<file path="src/rtl/wb_lms_seq.sv">
// wb_lms_seq: Wishbone master sequencer for the wb_lms adaptive filter.
// Each accepted sample is written to the LMS, allowed to settle, then y_out and
// err are read back and presented as one result beat.
// Optional feature macro: WB_LMS_SEQ_DESIRED_EN (adds a desired-sample write
// to ADR_D ahead of the x write).
module wb_lms_seq #(
  parameter logic [3:0] ADR_X       = 4'h0,
  parameter logic [3:0] ADR_D       = 4'h1,
  parameter logic [3:0] ADR_Y       = 4'h2,
  parameter logic [3:0] ADR_E       = 4'h3,
  parameter int         SETTLE_CYC  = 4,
  parameter int         TIMEOUT_CYC = 64
) (
  input  logic        wb_clk_i,
  input  logic        wb_rst_n_i,
  input  logic        enable_i,
  input  logic        clr_err_i,
  input  logic        s_valid_i,
  output logic        s_ready_o,
  input  logic [15:0] s_x_i,
  input  logic [15:0] s_d_i,
  output logic        r_valid_o,
  input  logic        r_ready_i,
  output logic [15:0] r_y_o,
  output logic [15:0] r_err_o,
  output logic [3:0]  wbm_adr_o,
  output logic [15:0] wbm_dat_o,
  input  logic [15:0] wbm_dat_i,
  output logic        wbm_we_o,
  output logic        wbm_stb_o,
  output logic        wbm_cyc_o,
  input  logic        wbm_ack_i,
  output logic        to_err_o,
  output logic [15:0] smp_cnt_o
);

  localparam int            TW      = (TIMEOUT_CYC < 2) ? 1 : $clog2(TIMEOUT_CYC);
  localparam logic [TW-1:0] TO_LAST = TW'(TIMEOUT_CYC - 1);
  localparam int            SW      = (SETTLE_CYC < 2) ? 1 : $clog2(SETTLE_CYC + 1);
  localparam logic [SW-1:0] SET_LD  = SW'(SETTLE_CYC);

  typedef enum logic [2:0] {
    S_IDLE, S_WR_D, S_WR_X, S_SETTLE, S_RD_Y, S_RD_E, S_OUT
  } state_t;

  state_t        r_state, w_nxt;
  logic          r_stb, r_we, r_done, r_valid, r_to_err;
  logic [3:0]    r_adr;
  logic [15:0]   r_dat, r_y, r_err, r_smp_cnt;
  logic [TW-1:0] r_to_cnt;
  logic [SW-1:0] r_set_cnt;
`ifdef WB_LMS_SEQ_DESIRED_EN
  logic [15:0]   r_x;
`endif

  logic          w_ack, w_expire, w_accept, w_launch, w_l_we;
  logic [3:0]    w_l_adr;
  logic [15:0]   w_l_dat;
  logic          w_unused;

  // Ack only counts while strobing; a late ack in a non-bus cycle is dropped.
  // Ack wins over timeout expiry in the same cycle.
  assign w_ack     = r_stb & wbm_ack_i;
  assign w_expire  = r_stb & ~wbm_ack_i & (r_to_cnt == TO_LAST);
  assign w_accept  = s_ready_o & s_valid_i;
  assign w_unused  = &{1'b0, s_d_i, ADR_D};

  assign s_ready_o = wb_rst_n_i & enable_i & (r_state == S_IDLE);
  assign r_valid_o = r_valid;
  assign r_y_o     = r_y;
  assign r_err_o   = r_err;
  assign wbm_adr_o = r_adr;
  assign wbm_dat_o = r_dat;
  assign wbm_we_o  = r_we;
  assign wbm_stb_o = r_stb;
  assign wbm_cyc_o = r_stb;
  assign to_err_o  = r_to_err;
  assign smp_cnt_o = r_smp_cnt;

  // Next state plus the bus request to launch when a bus state is entered.
  // WR_D and RD_Y hold one extra cycle (r_done) after ack so the next strobe
  // is separated by an idle bus cycle; WR_X uses SETTLE and RD_E uses OUT.
  always_comb begin
    w_nxt    = r_state;
    w_launch = 1'b0;
    w_l_adr  = '0;
    w_l_we   = 1'b0;
    w_l_dat  = '0;
    case (r_state)
      S_IDLE: if (w_accept) begin
`ifdef WB_LMS_SEQ_DESIRED_EN
        w_nxt = S_WR_D;
`else
        w_nxt = S_WR_X;
`endif
      end
`ifdef WB_LMS_SEQ_DESIRED_EN
      S_WR_D:   if (w_expire) w_nxt = S_IDLE; else if (r_done) w_nxt = S_WR_X;
`endif
      S_WR_X:   if (w_expire) w_nxt = S_IDLE; else if (w_ack) w_nxt = S_SETTLE;
      S_SETTLE: if (r_set_cnt == '0) w_nxt = S_RD_Y;
      S_RD_Y:   if (w_expire) w_nxt = S_IDLE; else if (r_done) w_nxt = S_RD_E;
      S_RD_E:   if (w_expire) w_nxt = S_IDLE; else if (w_ack) w_nxt = S_OUT;
      S_OUT:    if (r_ready_i) w_nxt = S_IDLE;
      default:  w_nxt = S_IDLE;
    endcase
    if (w_nxt != r_state) begin
      case (w_nxt)
`ifdef WB_LMS_SEQ_DESIRED_EN
        S_WR_D: begin w_launch = 1'b1; w_l_adr = ADR_D; w_l_we = 1'b1; w_l_dat = s_d_i; end
        S_WR_X: begin w_launch = 1'b1; w_l_adr = ADR_X; w_l_we = 1'b1; w_l_dat = r_x;   end
`else
        S_WR_X: begin w_launch = 1'b1; w_l_adr = ADR_X; w_l_we = 1'b1; w_l_dat = s_x_i; end
`endif
        S_RD_Y: begin w_launch = 1'b1; w_l_adr = ADR_Y; end
        S_RD_E: begin w_launch = 1'b1; w_l_adr = ADR_E; end
        default: ;
      endcase
    end
  end

  // State register, bus outputs, counters and result capture.
  always_ff @(posedge wb_clk_i or negedge wb_rst_n_i) begin
    if (!wb_rst_n_i) begin
      r_state   <= S_IDLE;
      r_stb     <= 1'b0;
      r_we      <= 1'b0;
      r_adr     <= '0;
      r_dat     <= '0;
      r_done    <= 1'b0;
      r_valid   <= 1'b0;
      r_to_err  <= 1'b0;
      r_y       <= '0;
      r_err     <= '0;
      r_smp_cnt <= '0;
      r_to_cnt  <= '0;
      r_set_cnt <= '0;
`ifdef WB_LMS_SEQ_DESIRED_EN
      r_x       <= '0;
`endif
    end else begin
      r_state <= w_nxt;
      r_done  <= w_ack;
      r_valid <= (w_nxt == S_OUT);
`ifdef WB_LMS_SEQ_DESIRED_EN
      if (w_accept) r_x <= s_x_i;
`endif
      if (w_launch) begin
        r_stb <= 1'b1;
        r_adr <= w_l_adr;
        r_we  <= w_l_we;
        r_dat <= w_l_dat;
      end else if (w_ack || w_expire) begin
        r_stb <= 1'b0;
        r_adr <= '0;
        r_we  <= 1'b0;
        r_dat <= '0;
      end
      r_to_cnt <= (r_stb && !wbm_ack_i && !w_expire) ? r_to_cnt + 1'b1 : '0;
      if (r_state == S_WR_X && w_ack)
        r_set_cnt <= SET_LD;
      else if (r_state == S_SETTLE && r_set_cnt != '0)
        r_set_cnt <= r_set_cnt - 1'b1;
      if (r_state == S_RD_Y && w_ack) r_y   <= wbm_dat_i;
      if (r_state == S_RD_E && w_ack) r_err <= wbm_dat_i;
      if (r_state == S_OUT && r_ready_i) r_smp_cnt <= r_smp_cnt + 1'b1;
      if (w_expire)       r_to_err <= 1'b1;
      else if (clr_err_i) r_to_err <= 1'b0;
    end
  end

endmodule
</file>
<file path="config.mk">
export PLATFORM = sky130hd
export DESIGN_NAME = wb_lms_seq
export DESIGN_NICKNAME = d
export VERILOG_FILES = /design/src/rtl/wb_lms_seq.sv
export SDC_FILE = /design/constraint.sdc
export NUM_CORES = 1
export LEC_CHECK = 0
export ABC_AREA = 1
export BUFFER_PORTS_ARGS = -buffer_cell sky130_fd_sc_hd__buf_2
export CORE_MARGIN = 4
export CORE_UTILIZATION = 54
export DETAILED_ROUTE_END_ITERATION = 16
export MAX_ROUTING_LAYER = met4
export PLACE_DENSITY_LB_ADDON = 0.25
export SETUP_SLACK_MARGIN = 0.15
export SLEW_MARGIN = 10
export SYNTH_ARGS = -nofsm -noshare
export SYNTH_HDL_FRONTEND = slang
export SYNTH_SLANG_ARGS = --single-unit
</file>
<file path="constraint.sdc">
create_clock -name wb_clk_i -period 3.9 [get_ports wb_clk_i]
set_clock_uncertainty 0.15 [all_clocks]
set_input_delay 0.78 -clock wb_clk_i [delete_from_list [all_inputs] [get_ports wb_clk_i]]
set_output_delay 0.78 -clock wb_clk_i [all_outputs]
set_load 0.005 [all_outputs]
</file>
# == After elaboration in Yosys (flattened, before gate mapping) ==
# Index checks and enable logic that the tools add are counted.
# op_classes
addsub,3
n_eq_ne,11
n_mux,30
bitwise_logic,7
reduce_logical,17
# ops
op,count
$mux 16,4
$mux 3,11
$eq 3x3->1 const B,6
$pmux 3 s6,1
$add 16x1->16 const B,1
$eq 3x2->1 const B,3
$mux 1,9
$mux 4,2
$logic_and 1x1->1,7
$add 6x1->6 const B,1
$and 1x1->1,6
$eq 6x6->1 const B,1
$logic_not 3->1,2
$mux 6,1
$reduce_bool 2->1,3
$pmux 2 s2,1
$ne 3x3->1,1
$reduce_bool 3->1,1
$reduce_or 3->1,1
$sub 3x1->3 const B,1
$logic_not 1->1,2
$mux 2,1
$logic_or 1x1->1,1
$not 1->1,1
# totals
reg_bits,85
in_bits,55
output_inout_bits,74

# == Depth between registers and ports, before layout ==
# Gate-level depths: netlist (run 1).
# depth
depth_word,10
ltp_mapped,14
mapped_depth_nobuf,13

# == Least setup slack after synthesis (run 1) ==
# OpenSTA, ideal clock, no wires.
# synth_path
path_type,input -> register
from,input wbm_ack_i
to,"register r_adr[0], in the netlist wbm_adr_o[0]"
setup_time_ns,0.119
t_arrival_ns,1.804
t_required_ns,3.631
path_slack_ns,1.828
cell_stages,11
path_cell_list,nor2_2 > nand3_4 > nand3_2 > nand2_1 > nor2_1 > nand3_1 > o21ai_1 > nand2_2 > buf_6 > nand3_1 > nand2_1
# synth_between
elab_chain_cells,10
# synth_rtl
item,line_no,rtl
start: declaration,32,"input logic wbm_ack_i,"
$not 1->1,64,assign w_expire = r_stb & ~wbm_ack_i & (r_to_cnt == TO_LAST);
$and 1x1->1 (2 in series),64,
"$mux 3, on equally long branches","103, 100, 102",
$pmux 3 s6,89,case (r_state)
$eq 3x2->1 or $eq 3x3->1 (tied branches),108,case (w_nxt)
$reduce_or 3->1 (no line),n/a,
$mux 1,108,
$mux 1,107,if (w_nxt != r_state) begin
$mux 4 or $reduce_bool 2->1 (tied branches),n/a,
end signal: assignment,150,r_adr <= w_l_adr;
end: declaration,48,logic [3:0] r_adr;
# Several ways; a longest one is shown, not always the timed one.
# A chain may end at the register's enable or synchronous reset.

# == Worst setup path in the final report (run 1) ==
# layout_path
from,register r_to_cnt[0]
to,"register r_dat[14], in the netlist wbm_dat_o[14]"
# layout_between
elab_chain_cells,9
# layout_rtl
item,line_no,rtl
start: declaration,50,logic [TW-1:0] r_to_cnt;
start signal: assignment,159,r_to_cnt <= (r_stb && !wbm_ack_i && !w_expire) ? r_to_cnt + 1'b1 : '0;
$eq 6x6->1 (*),64,
$and 1x1->1 (*),64,
"$mux 3, on equally long branches","103, 100, 102",
$pmux 3 s6,89,
$eq 3x2->1 or $eq 3x3->1 (tied branches),108,
$reduce_or 3->1 (no line),n/a,
$mux 1,108,
$mux 1,107,
$mux 16 or $reduce_bool 2->1 (tied branches),n/a,
end signal: assignment,152,r_dat <= w_l_dat;
end: declaration,49,"logic [15:0] r_dat, r_y, r_err, r_smp_cnt;"
# Mark *: on every way between the ends. The rest lies on a longest branch, timed or not.

==> metrics.txt, run 1 <==
required time worst endpoint=3980 ps; first-pass GRT wire length=about 13000 um; main combinational cell family by area after synthesis=simple AND/OR/NAND/NOR gates; startpoint types=flip-flop; sequential fraction of the synthesis area=0.553; Post-Place Cells=548; CTS sink cnt=83; Post-Syn Area=~3800 sq um; Critical Path AT=2470 ps; P_int=1.33 mW; Reg power frac=0.540; final WL=7630 um; Final Wtd Congestion=0.822; cell taking the most area after synthesis=dfrtp_1; cts bufs inserted=9; FP Rows=30; dpl hpwl=5560 um; CTS tree=yes; Core ar.=6760 sq um; Final Hold Viols=0; Total Power=between 1.5 and 2 mW; worst-skew pair later-pin latency=approximately 350 ps; clk buf depth=2; unrepaired setup endpoints after global routing=false; chip height=91.4 um; Worst slew margin=0.327; post-CTS setup buffer count=0; max-slew violations=0; most area-consuming cells after synthesis=dfrtp_1 55%, nand2_1 12%, mux2_2 4.8%; Reg area=2080 sq um; initial antenna violation count=0; GRT Total Usage=0.199; Final Non-Filler Cells=between 500 and 600; Die ar.=8350 sq um; Synth top area share=0.553; mux cell area share after synthesis=0.0480; I/O Pins=~130; Vias=2827; H-tree levels=3; TritonRoute pass-1 iters=4; post-route ant nets=0; final setup fails=0; Buffers on Ports=110; Die Wd=91.4 um; multi-input combinational cell area=around 1500 sq um; Leakage Power=between 2 and 3 nW; ANT cells=0; Hold WC Path Type=reg2reg; critical path endpoint category=flip-flop; share of layout cells above drive strength 1=0.390; Compound-Gate Fraction of Synth Area=0.0193; Mapped Avg Cell Area=10.2 sq um; clk root buf=clkbuf_8; Synth Area in Adders=0.0133; critical path type=reg2reg; post-DR vias/cell=5.01; Iter 0 DRT Violations=approximately 150; switching pwr=roughly 470 uW; Area Overhead vs Synth=20.5%; power density over cell area=397 nW/um^2; Sw Share=0.261; final hold slack=315 ps; crit-path max FO=20; Fmax=approximately 0.42 GHz; XOR/XNOR Fraction of Synth Area=0.0373; Syn. warnings=0; worst-margin pin slew=around 1000 ps; largest net degree at the start of global routing=84; Initial Util=0.556; vias in the first global route=roughly 2900; combinational power share=0.120; DRC viols=0; crit path time final=2400 ps; filler instances=approximately 550; Clock Pin Slew Worst Setup and Hold Paths=90 ps; Gates resized, CTS repair=0; cts hold-fix bufs=0; clock share of power=0.339; Post-Route Setup TNS=0 ps; outcome=finished clean; Synth Area in Simple Gates=0.269; GRT overflow=0; part of the cycle the worst path needs=0.615; Max VDD drop=277 uV; cell count after synthesis=368; nets@finish=roughly 540; Max-Cap Viols=0; Yosys cell types=36; Wirelength per Cell=13.5 um; #FFs+latches synth=83
-- final cells by class --
class                           count  area share
Clock buffer                       11      0.0291
Multi-Input combinational cell    241       0.323
Sequential cell                    83       0.459
Inverter                           32      0.0271
Tap cell                           80      0.0221
Timing Repair Buffer              112       0.126
Clock inverter                      5      0.0138
-- stage by stage --
stage,utilization,worst slack [ps],cell area (sq um)
3_5_place_dp,0.641,1190,4330
2_1_floorplan,-,1830,3760
3_3_place_gp,0.641,1310,4330
4_1_cts,0.669,1450,4520
6_report,0.669,1500,4520
5_1_grt,0.669,1270,4520
-- kinds of logic (layout without fill, tap and decap cells) --
group / after synthesis / after routing
other: 1 / 2
flip-flops: 83 / 83
XOR/XNOR: 16 / 16
buffers and inverters: 45 / 160
multiplexers: 16 / 16
AO/OA/AOI/OAI: 12 / 12
adder cells (fa/ha/maj): 4 / 4
AND/OR/NAND/NOR: 191 / 191
-- registers in the layout, indices dropped and copies added, names as in the netlist, 2 cells and up --
| register | flops |
|---|---|
| r_err_o | 16 |
| wbm_dat_o | 16 |
| r_to_cnt | 6 |
| smp_cnt_o | 16 |
| wbm_adr_o | 2 |
| r_state | 3 |
| r_set_cnt | 3 |
| r_y_o | 16 |
-- Yosys cell counts, drive strengths merged --
| cell | number |
|---|---|
| nand2 | 122 |
| a31oi | 2 |
| clkinv | 1 |
| nor2 | 20 |
| o21ai | 5 |
| inv | 31 |
| o22ai | 1 |
| nand4 | 7 |
| xor2 | 8 |
| a21oi | 3 |
| ha | 4 |
| conb | 1 |
| nor3b | 1 |
| a211oi | 1 |
| nand3 | 36 |
| nand3b | 1 |
| buf | 11 |
| clkbuf | 2 |
| nor3 | 4 |
| xnor2 | 8 |
| dfrtp | 83 |
| mux2 | 16 |
-- power by group through the flow --
stage	registers [mW]	clock network (mW)	logic, mW
finish	0.971	0.610	0.216
global placement	0.985	0	0.211
global route	0.980	0.652	0.247
floorplan	0.990	0	0.0972
CTS	0.972	0.622	0.222
detailed placement	0.990	0	0.221
-- cells in the final DEF (no fill, tap or decap), drive strengths merged --
| cell | count |
|---|---|
| nor2 | 20 |
| a211oi | 1 |
| nand3 | 36 |
| clkbuf | 11 |
| bufinv | 1 |
| conb | 2 |
| buf | 112 |
| mux2 | 16 |
| nand3b | 1 |
| o22ai | 1 |
| xnor2 | 8 |
| ha | 4 |
| a21oi | 3 |
| dfrtp | 83 |
| nand2 | 122 |
| clkinvlp | 2 |
| xor2 | 8 |
| o21ai | 5 |
| nor3 | 4 |
| a31oi | 2 |
| nor3b | 1 |
| clkinv | 2 |
| inv | 32 |
| nand4 | 7 |
-- final timing paths --
| check | from | end | slack, ps | depth (start not counted) |
|---|---|---|---|---|
| worst max register to register | r_to_cnt[0] | wbm_dat_o[14] | 1500 | 10 |
| min in group asynchronous | wb_rst_n_i | r_to_cnt[2] | 560 | 2 |
| worst max-delay path | r_to_cnt[0] | wbm_dat_o[14] | 1500 | 10 |
| max in group asynchronous | wb_rst_n_i | r_y_o[5] | 2410 | 2 |
| worst min-delay path | smp_cnt_o[15] | smp_cnt_o[15] | 320 | 1 |
| worst min register to register | smp_cnt_o[15] | smp_cnt_o[15] | 320 | 1 |
-- worst max-delay path, stage by stage (launching register included) --
cell     delay [ps]
dfrtp_1         370
ha_1            180
nand2_1          90
nor2_2          200
nand3_4         180
a31oi_2         260
nand3_1         120
o21ai_1         120
nand2_2         320
nand3_1         190
nand2_1          90
-- metal layers --
metal  GRT usage  vias to the layer above  part of all wire
li1            -                     1389                 -
met4      0.0879                        0             0.019
met5           -                        -                 0
met1       0.248                     1336              0.45
met2       0.312                       91              0.47
met3      0.0447                       11             0.062
Note: power is estimated with default switching activity, not from simulation.
==> inputs of run 2 (changes only) <==
--- a/config.mk
+++ b/config.mk
@@ -8,7 +8,7 @@
 export ABC_AREA = 1
 export BUFFER_PORTS_ARGS = -buffer_cell sky130_fd_sc_hd__buf_2
 export CORE_MARGIN = 4
-export CORE_UTILIZATION = 54
+export CORE_UTILIZATION = 50
 export DETAILED_ROUTE_END_ITERATION = 16
 export MAX_ROUTING_LAYER = met4
 export PLACE_DENSITY_LB_ADDON = 0.25
==> constraint.sdc (replaced) <==
create_clock -name wb_clk_i -period 2.51 [get_ports wb_clk_i]
set_clock_uncertainty 0.15 [all_clocks]
set_input_delay 0.502 -clock wb_clk_i [delete_from_list [all_inputs] [get_ports wb_clk_i]]
set_output_delay 0.502 -clock wb_clk_i [all_outputs]
set_load 0.005 [all_outputs]
==> metrics.txt, run 2 (synthesized netlist as in run 1, its figures left out) <==
CTS tree=yes; Die ar.=8960 sq um (+7.3%); Total Power=2.93 mW (+63%); Die Wd=94.6 um (+3.6%); Final Hold Viols=0 (unchanged); Fmax=0.454 GHz (+9.0%); Worst slew margin=0.318 (-0.00922); Worst path max stage delay=380 ps (about the same); H-tree levels=3 (unchanged); Max-Cap Viols=0 (unchanged); Iter 0 DRT Violations=121 (-17%); dpl hpwl=5660 um (+1.8%); required time worst endpoint=2610 ps (-1370 ps); GRT Total Usage=0.186 (-0.0127); CP top delay family=simple AND/OR/NAND/NOR gates; worst-margin pin slew=1020 ps (+13.8 ps); part of the cycle the worst path needs=0.877 (+0.262); first-pass GRT wire length=12900 um (-0.80%); Area Overhead vs Synth=23.2%; max-slew violations=0 (unchanged); cts hold-fix bufs=0 (unchanged); crit path time final=2200 ps (-198 ps); Sw Share=0.258 (-0.00360); post-CTS setup buffer count=0 (unchanged); Critical Path AT=2300 ps (-170 ps); startpoint types=flip-flop; share of layout cells above drive strength 1=0.402 (+0.0111); clk buf depth=2 (unchanged); final setup fails=0 (unchanged); vias in the first global route=2956 (+2.5%); combinational power share=0.116 (-0.004); crit-path max FO=10 (-50%); Reg area=2080 sq um (unchanged); WP buf/inv=0 (unchanged); chip height=94.6 um (+3.6%); nets@finish=542 (+0.74%); Wirelength per Cell=13.5 um (-0.50%); Hold WC Path Type=in2reg; ANT cells=0 (unchanged); unrepaired setup endpoints after global routing=false; Buffers on Ports=110 (unchanged); largest net degree at the start of global routing=84 (unchanged); Clock Pin Slew Worst Setup and Hold Paths=100 ps (about the same); clk root buf=clkbuf_8; Crit path top cell by count=nand2_1; worst-skew pair later-pin latency=340 ps (about the same); post-route ant nets=0 (unchanged); final WL=7900 um (+3.6%); clock share of power=0.370 (+0.031); Max VDD drop=372 uV (+34%); initial antenna violation count=0 (unchanged); CTS sink cnt=83 (unchanged); GRT overflow=0 (unchanged); slowest library cell on the worst path=dfrtp_1; filler instances=635 (+17%); power density over cell area=634 nW/um^2 (+60%); crit-path cells=ha_1, nand2_1, nor2_2, nand3_4, nand3_2, nand2_1, nor2_1, nand3_1, o21ai_2, nand2_4, nand3_1, nand2_1; TritonRoute pass-1 iters=4 (unchanged); Core ar.=7290 sq um (+7.9%); P_int=2.18 mW (+64%); cts bufs inserted=9 (unchanged); outcome=finished clean; Initial Util=0.515 (-0.0408); critical path endpoint category=flip-flop; final hold slack=197 ps (-118 ps); DRC viols=0 (unchanged); switching pwr=756 uW (+61%); Gates resized, CTS repair=0 (unchanged); Post-Route Setup TNS=0 ps (unchanged); FP Rows=31 (+3.3%); final core area utilization=0.634 (-0.0353); I/O Pins=129 (unchanged); Leakage Power=2.78 nW (+2.2%); most common cell after layout, fill and taps aside=nand2_1; Final Wtd Congestion=0.824 (+0.24%); multi-input combinational cell area=1480 sq um (+1.4%); Reg power frac=0.515 (-0.025); critical path type=reg2reg; post-DR vias/cell=4.82 (-3.7%); Vias=2832 (+0.18%); commonest non-fill, non-tap cells in the layout=117 x nand2_1, 109 x buf_2, 83 x dfrtp_1
==> run 2: area by class of cell <==
type	instances	share of cell area
clock buffer	9	0.0268
inverter	32	0.0265
sequential	83	0.449
multi-input combinational	242	0.320
clock inverter	7	0.0227
timing repair buffer	115	0.128
tap	99	0.0268
==> run 2: worst paths after layout <==
check | start | to | slack, ps | depth (start not counted)
setup / recovery | r_to_cnt[0] | wbm_dat_o[14] | 310 | 12
hold / removal | s_x_i[11] | wbm_dat_o[11] | 200 | 3
setup reg to reg | r_to_cnt[0] | wbm_dat_o[14] | 310 | 12
hold reg to reg | smp_cnt_o[15] | smp_cnt_o[15] | 320 | 1
max in group asynchronous | wb_rst_n_i | wbm_adr_o[1] | 1280 | 2
min in group asynchronous | wb_rst_n_i | r_to_cnt[0] | 290 | 2
==> run 2: per-layer routing <==
metal  global-route usage  part of all wire
met1                0.230              0.44
met2                0.299              0.48
met3               0.0470             0.075
met4               0.0625            0.0051
met5                    -                 0
==> run 2: worst register-to-register path: cells and delay by family, from the launching register on <==
family / cells / cell delay, ps
and+or+nand+nor: 10 / 1230
DFF: 1 / 380
adders and majority gates: 1 / 190
AOI/OAI and AO/OA: 1 / 150
==> run 2: metrics by stage <==
stage	instance area [sq um]	setup WS (ps)	cells
after floorplan	3760	647	369
after global placement	4370	220	570
after detailed placement	4370	158	570
after CTS	4600	160	586
after global routing	4620	141	587
final	4620	310	587
==> run 2: power by group through the flow <==
stage	registers, mW	logic (mW)	clock network (mW)
2_1_floorplan	1.54	0.151	0
3_3_place_gp	1.53	0.329	0
3_5_place_dp	1.54	0.343	0
4_1_cts	1.51	0.344	1.12
5_1_grt	1.52	0.386	1.17
6_report	1.51	0.339	1.08
==> inputs of run 3 (changes only) <==
--- a/config.mk
+++ b/config.mk
@@ -5,10 +5,9 @@
 export SDC_FILE = /design/constraint.sdc
 export NUM_CORES = 1
 export LEC_CHECK = 0
-export ABC_AREA = 1
 export BUFFER_PORTS_ARGS = -buffer_cell sky130_fd_sc_hd__buf_2
 export CORE_MARGIN = 4
-export CORE_UTILIZATION = 50
+export CORE_UTILIZATION = 49
 export DETAILED_ROUTE_END_ITERATION = 16
 export MAX_ROUTING_LAYER = met4
 export PLACE_DENSITY_LB_ADDON = 0.25
==> metrics.txt, run 3 <==
Die Wd=93.2 um (-1.5%); worst-skew pair later-pin latency=340 ps (about the same); Hold Path Stages=2 (-1); Final Wtd Congestion=0.825 (+0.16%); Hold WC Path Type=in2reg; H-tree levels=3 (unchanged); Vias=2618 (-7.6%); Post-Syn Area=3560 sq um (-5.2%); Clock Pin Slew Worst Setup and Hold Paths=80 ps (-20 ps); Post-Route Setup TNS=0 ps (unchanged); startpoint types=flip-flop; cell count after synthesis=276 (-25%); Final Non-Filler Cells=506 (-14%); DRC viols=0 (unchanged); ANT cells=0 (unchanged); Buffers on Ports=110 (unchanged); TritonRoute pass-1 iters=5 (+1); FP Rows=30 (-3.2%); dpl hpwl=5310 um (-6.2%); sequential fraction of the synthesis area=0.584 (+0.0304); Max VDD drop=362 uV (-2.5%); Wirelength per Cell=14.8 um (+9.9%); Die ar.=8690 sq um (-3.0%); Most used DFF post-synth=dfrtp_1; FF-to-FF End=wbm_dat_o[6]; largest net degree at the start of global routing=84 (unchanged); critical path endpoint category=flip-flop; EDFF count, synth=0 (unchanged); first-pass GRT wire length=12300 um (-4.7%); post-route ant nets=0 (unchanged); final hold slack=226 ps (+28.1 ps); initial antenna violation count=0 (unchanged); Iter 0 DRT Violations=68 (-44%); final core area utilization=0.659 (+0.0245); Post-synth top cells=83 x dfrtp_1, 33 x mux2_2, 17 x nand2_1; FFs w/ async S/R, synth=1.00 (unchanged); clock share of power=0.281 (-0.089); critical path type=reg2reg; Sw Share=0.282 (+0.0247); Final Hold Viols=0 (unchanged); GRT overflow=0 (unchanged); r2r worst-path depth=9 (-3); worst-margin pin slew=999 ps (-24.5 ps); nets@finish=465 (-14%); cell taking the most area after synthesis=dfrtp_1; global routing's busiest layer=met2; most area-consuming cells after synthesis=dfrtp_1 58%, mux2_2 10%, a22o_1 3.9%; CTS sink cnt=83 (unchanged); placed cell area=4270 sq um (-2.4%); Total Power=3.45 mW (+17%); filler instances=567 (-11%); R2R Setup Slk=230 ps (-80 ps); Setup WS post-layout=229 ps (-80.5 ps); clk root buf=clkbuf_8; chip height=93.2 um (-1.5%); met1 Track Usage GR=0.226 (-0.00414); Design Area, Final=4550 sq um (-1.6%); RR Startpoint=r_to_cnt[0]; Max-Cap Viols=0 (unchanged); count leader, synth=dfrtp_1; Worst Hold End=wbm_dat_o[7]; commonest non-fill, non-tap cells in the layout=109 x buf_2, 82 x dfrtp_1, 33 x mux2_2; M3 GR Usage=0.0579 (+0.0109); Yosys cell types=47 (+31%); GRT Total Usage=0.185 (-0.000748); Area Overhead vs Synth=27.8%; cts bufs inserted=9 (unchanged); Reg power frac=0.470 (-0.045); Core ar.=6910 sq um (-5.3%); max-slew violations=0 (unchanged); crit-path max FO=18 (+8); vias in the first global route=2573 (-13%); combinational power share=0.249 (+0.133); Fmax=0.438 GHz (-3.5%); Critical Path AT=2360 ps (+60 ps); pre-CTS setup slack=-120 ps (-279 ps); Mapped Avg Cell Area=12.9 sq um (+26%); CTS tree=yes; grt met2 use=0.299 (-0.000731); final WL=7480 um (-5.3%); Worst Hold Launch=s_x_i[7]; Initial Util=0.515 (about the same); P_int=2.47 mW (+14%); crit path time final=2280 ps (+80.5 ps); Syn. warnings=0 (unchanged); Leakage Power=2.52 nW (-9.4%); outcome=finished clean; cts hold-fix bufs=0 (unchanged); post-DR vias/cell=5.17 (+7.2%); Post-Place Cells=486 (-15%); Synth top area share=0.584 (+0.0304); most common cell after layout, fill and taps aside=buf_2; unrepaired setup endpoints after global routing=true; #FFs+latches synth=83 (unchanged); share of layout cells above drive strength 1=0.478 (+0.0764); power density over cell area=758 nW/um^2 (+19%); switching pwr=973 uW (+29%); clk buf depth=2 (unchanged); I/O Pins=129 (unchanged); part of the cycle the worst path needs=0.909 (+0.0321); final setup fails=0 (unchanged); required time worst endpoint=2580 ps (-30 ps); Worst slew margin=0.334 (+0.0163)
## run 3: cell types whose count changed after synthesis, moves of 6 or more
cell / delta
nand3_1: -6
nand3_2: -17
inv_1: -18
nand2_1: -100
mux2_2: +17
a22o_1: +16
xnor2_1: +7
## run 3: kinds of logic (layout without fill, tap and decap cells)
logic type                 count (synthesis)  count (layout)  synth area share
AOI/OAI and AO/OA                         36              36            0.0826
DFF                                       83              83             0.584
muxes                                     33              33             0.104
and+or+nand+nor                           77              77             0.129
other                                      1               2           0.00105
buffers and inverters                     21             154            0.0331
xor gates and xnor gates                  21              21            0.0517
adders and majority gates                  4               4            0.0141
## run 3: what timing repair did
action | in CTS | in global routing
buffers inserted | 2 | 3
gates resized for setup | 3 | 3
endpoints found under the setup margin | 18 | 18
pin swaps | 2 | 3
## run 3: power groups by stage
stage / combinational (mW) / clock [mW] / sequential (mW)
after floorplan: 0.478 / 0 / 1.64
after global placement: 0.792 / 0 / 1.64
after detailed placement: 0.815 / 0 / 1.64
after CTS: 0.856 / 0.997 / 1.62
after global routing: 0.955 / 1.06 / 1.65
final: 0.858 / 0.967 / 1.62
## run 3: critical path: stages (launching register included)
cell,delay (ps)
dfrtp_1,410
ha_2,220
nand2_2,100
nor3_4,60
buf_4,140
or3_4,370
a221oi_4,300
a211oi_4,70
buf_12,160
a22o_1,180
## run 3: final cells by class
cell class | count | area (sq um) | area share
flip-flops and latches | 83 | 2080 | 0.457
multi-input cells | 173 | 1390 | 0.306
repair buffers | 131 | 723 | 0.159
clock buffers | 12 | 155 | 0.0341
well taps | 96 | 120 | 0.0264
clock inverters | 3 | 46.3 | 0.0102
inverters | 8 | 31.3 | 0.00688
## run 3: worst max-delay path by stage
| stage | slack [ps] | cells past startpoint | from | to |
|---|---|---|---|---|
| after floorplan | 260 | 9 | r_set_cnt[0] | wbm_dat_o[10] |
| after global placement | -70 | 8 | r_set_cnt[1] | wbm_dat_o[6] |
| after detailed placement | -120 | 8 | r_set_cnt[1] | wbm_dat_o[6] |
| after CTS | 180 | 9 | r_to_cnt[0] | wbm_dat_o[6] |
| after global routing | 140 | 9 | r_set_cnt[1] | wbm_dat_o[3] |
| final | 230 | 9 | r_to_cnt[0] | wbm_dat_o[6] |
## run 3: metal layers
metal	wire length, um	part of all wire	vias up
met3	502	0.067	11
met1	3330	0.44	1279
met2	3530	0.47	95
met5	0	0	-
li1	-	-	1233
met4	125	0.017	0
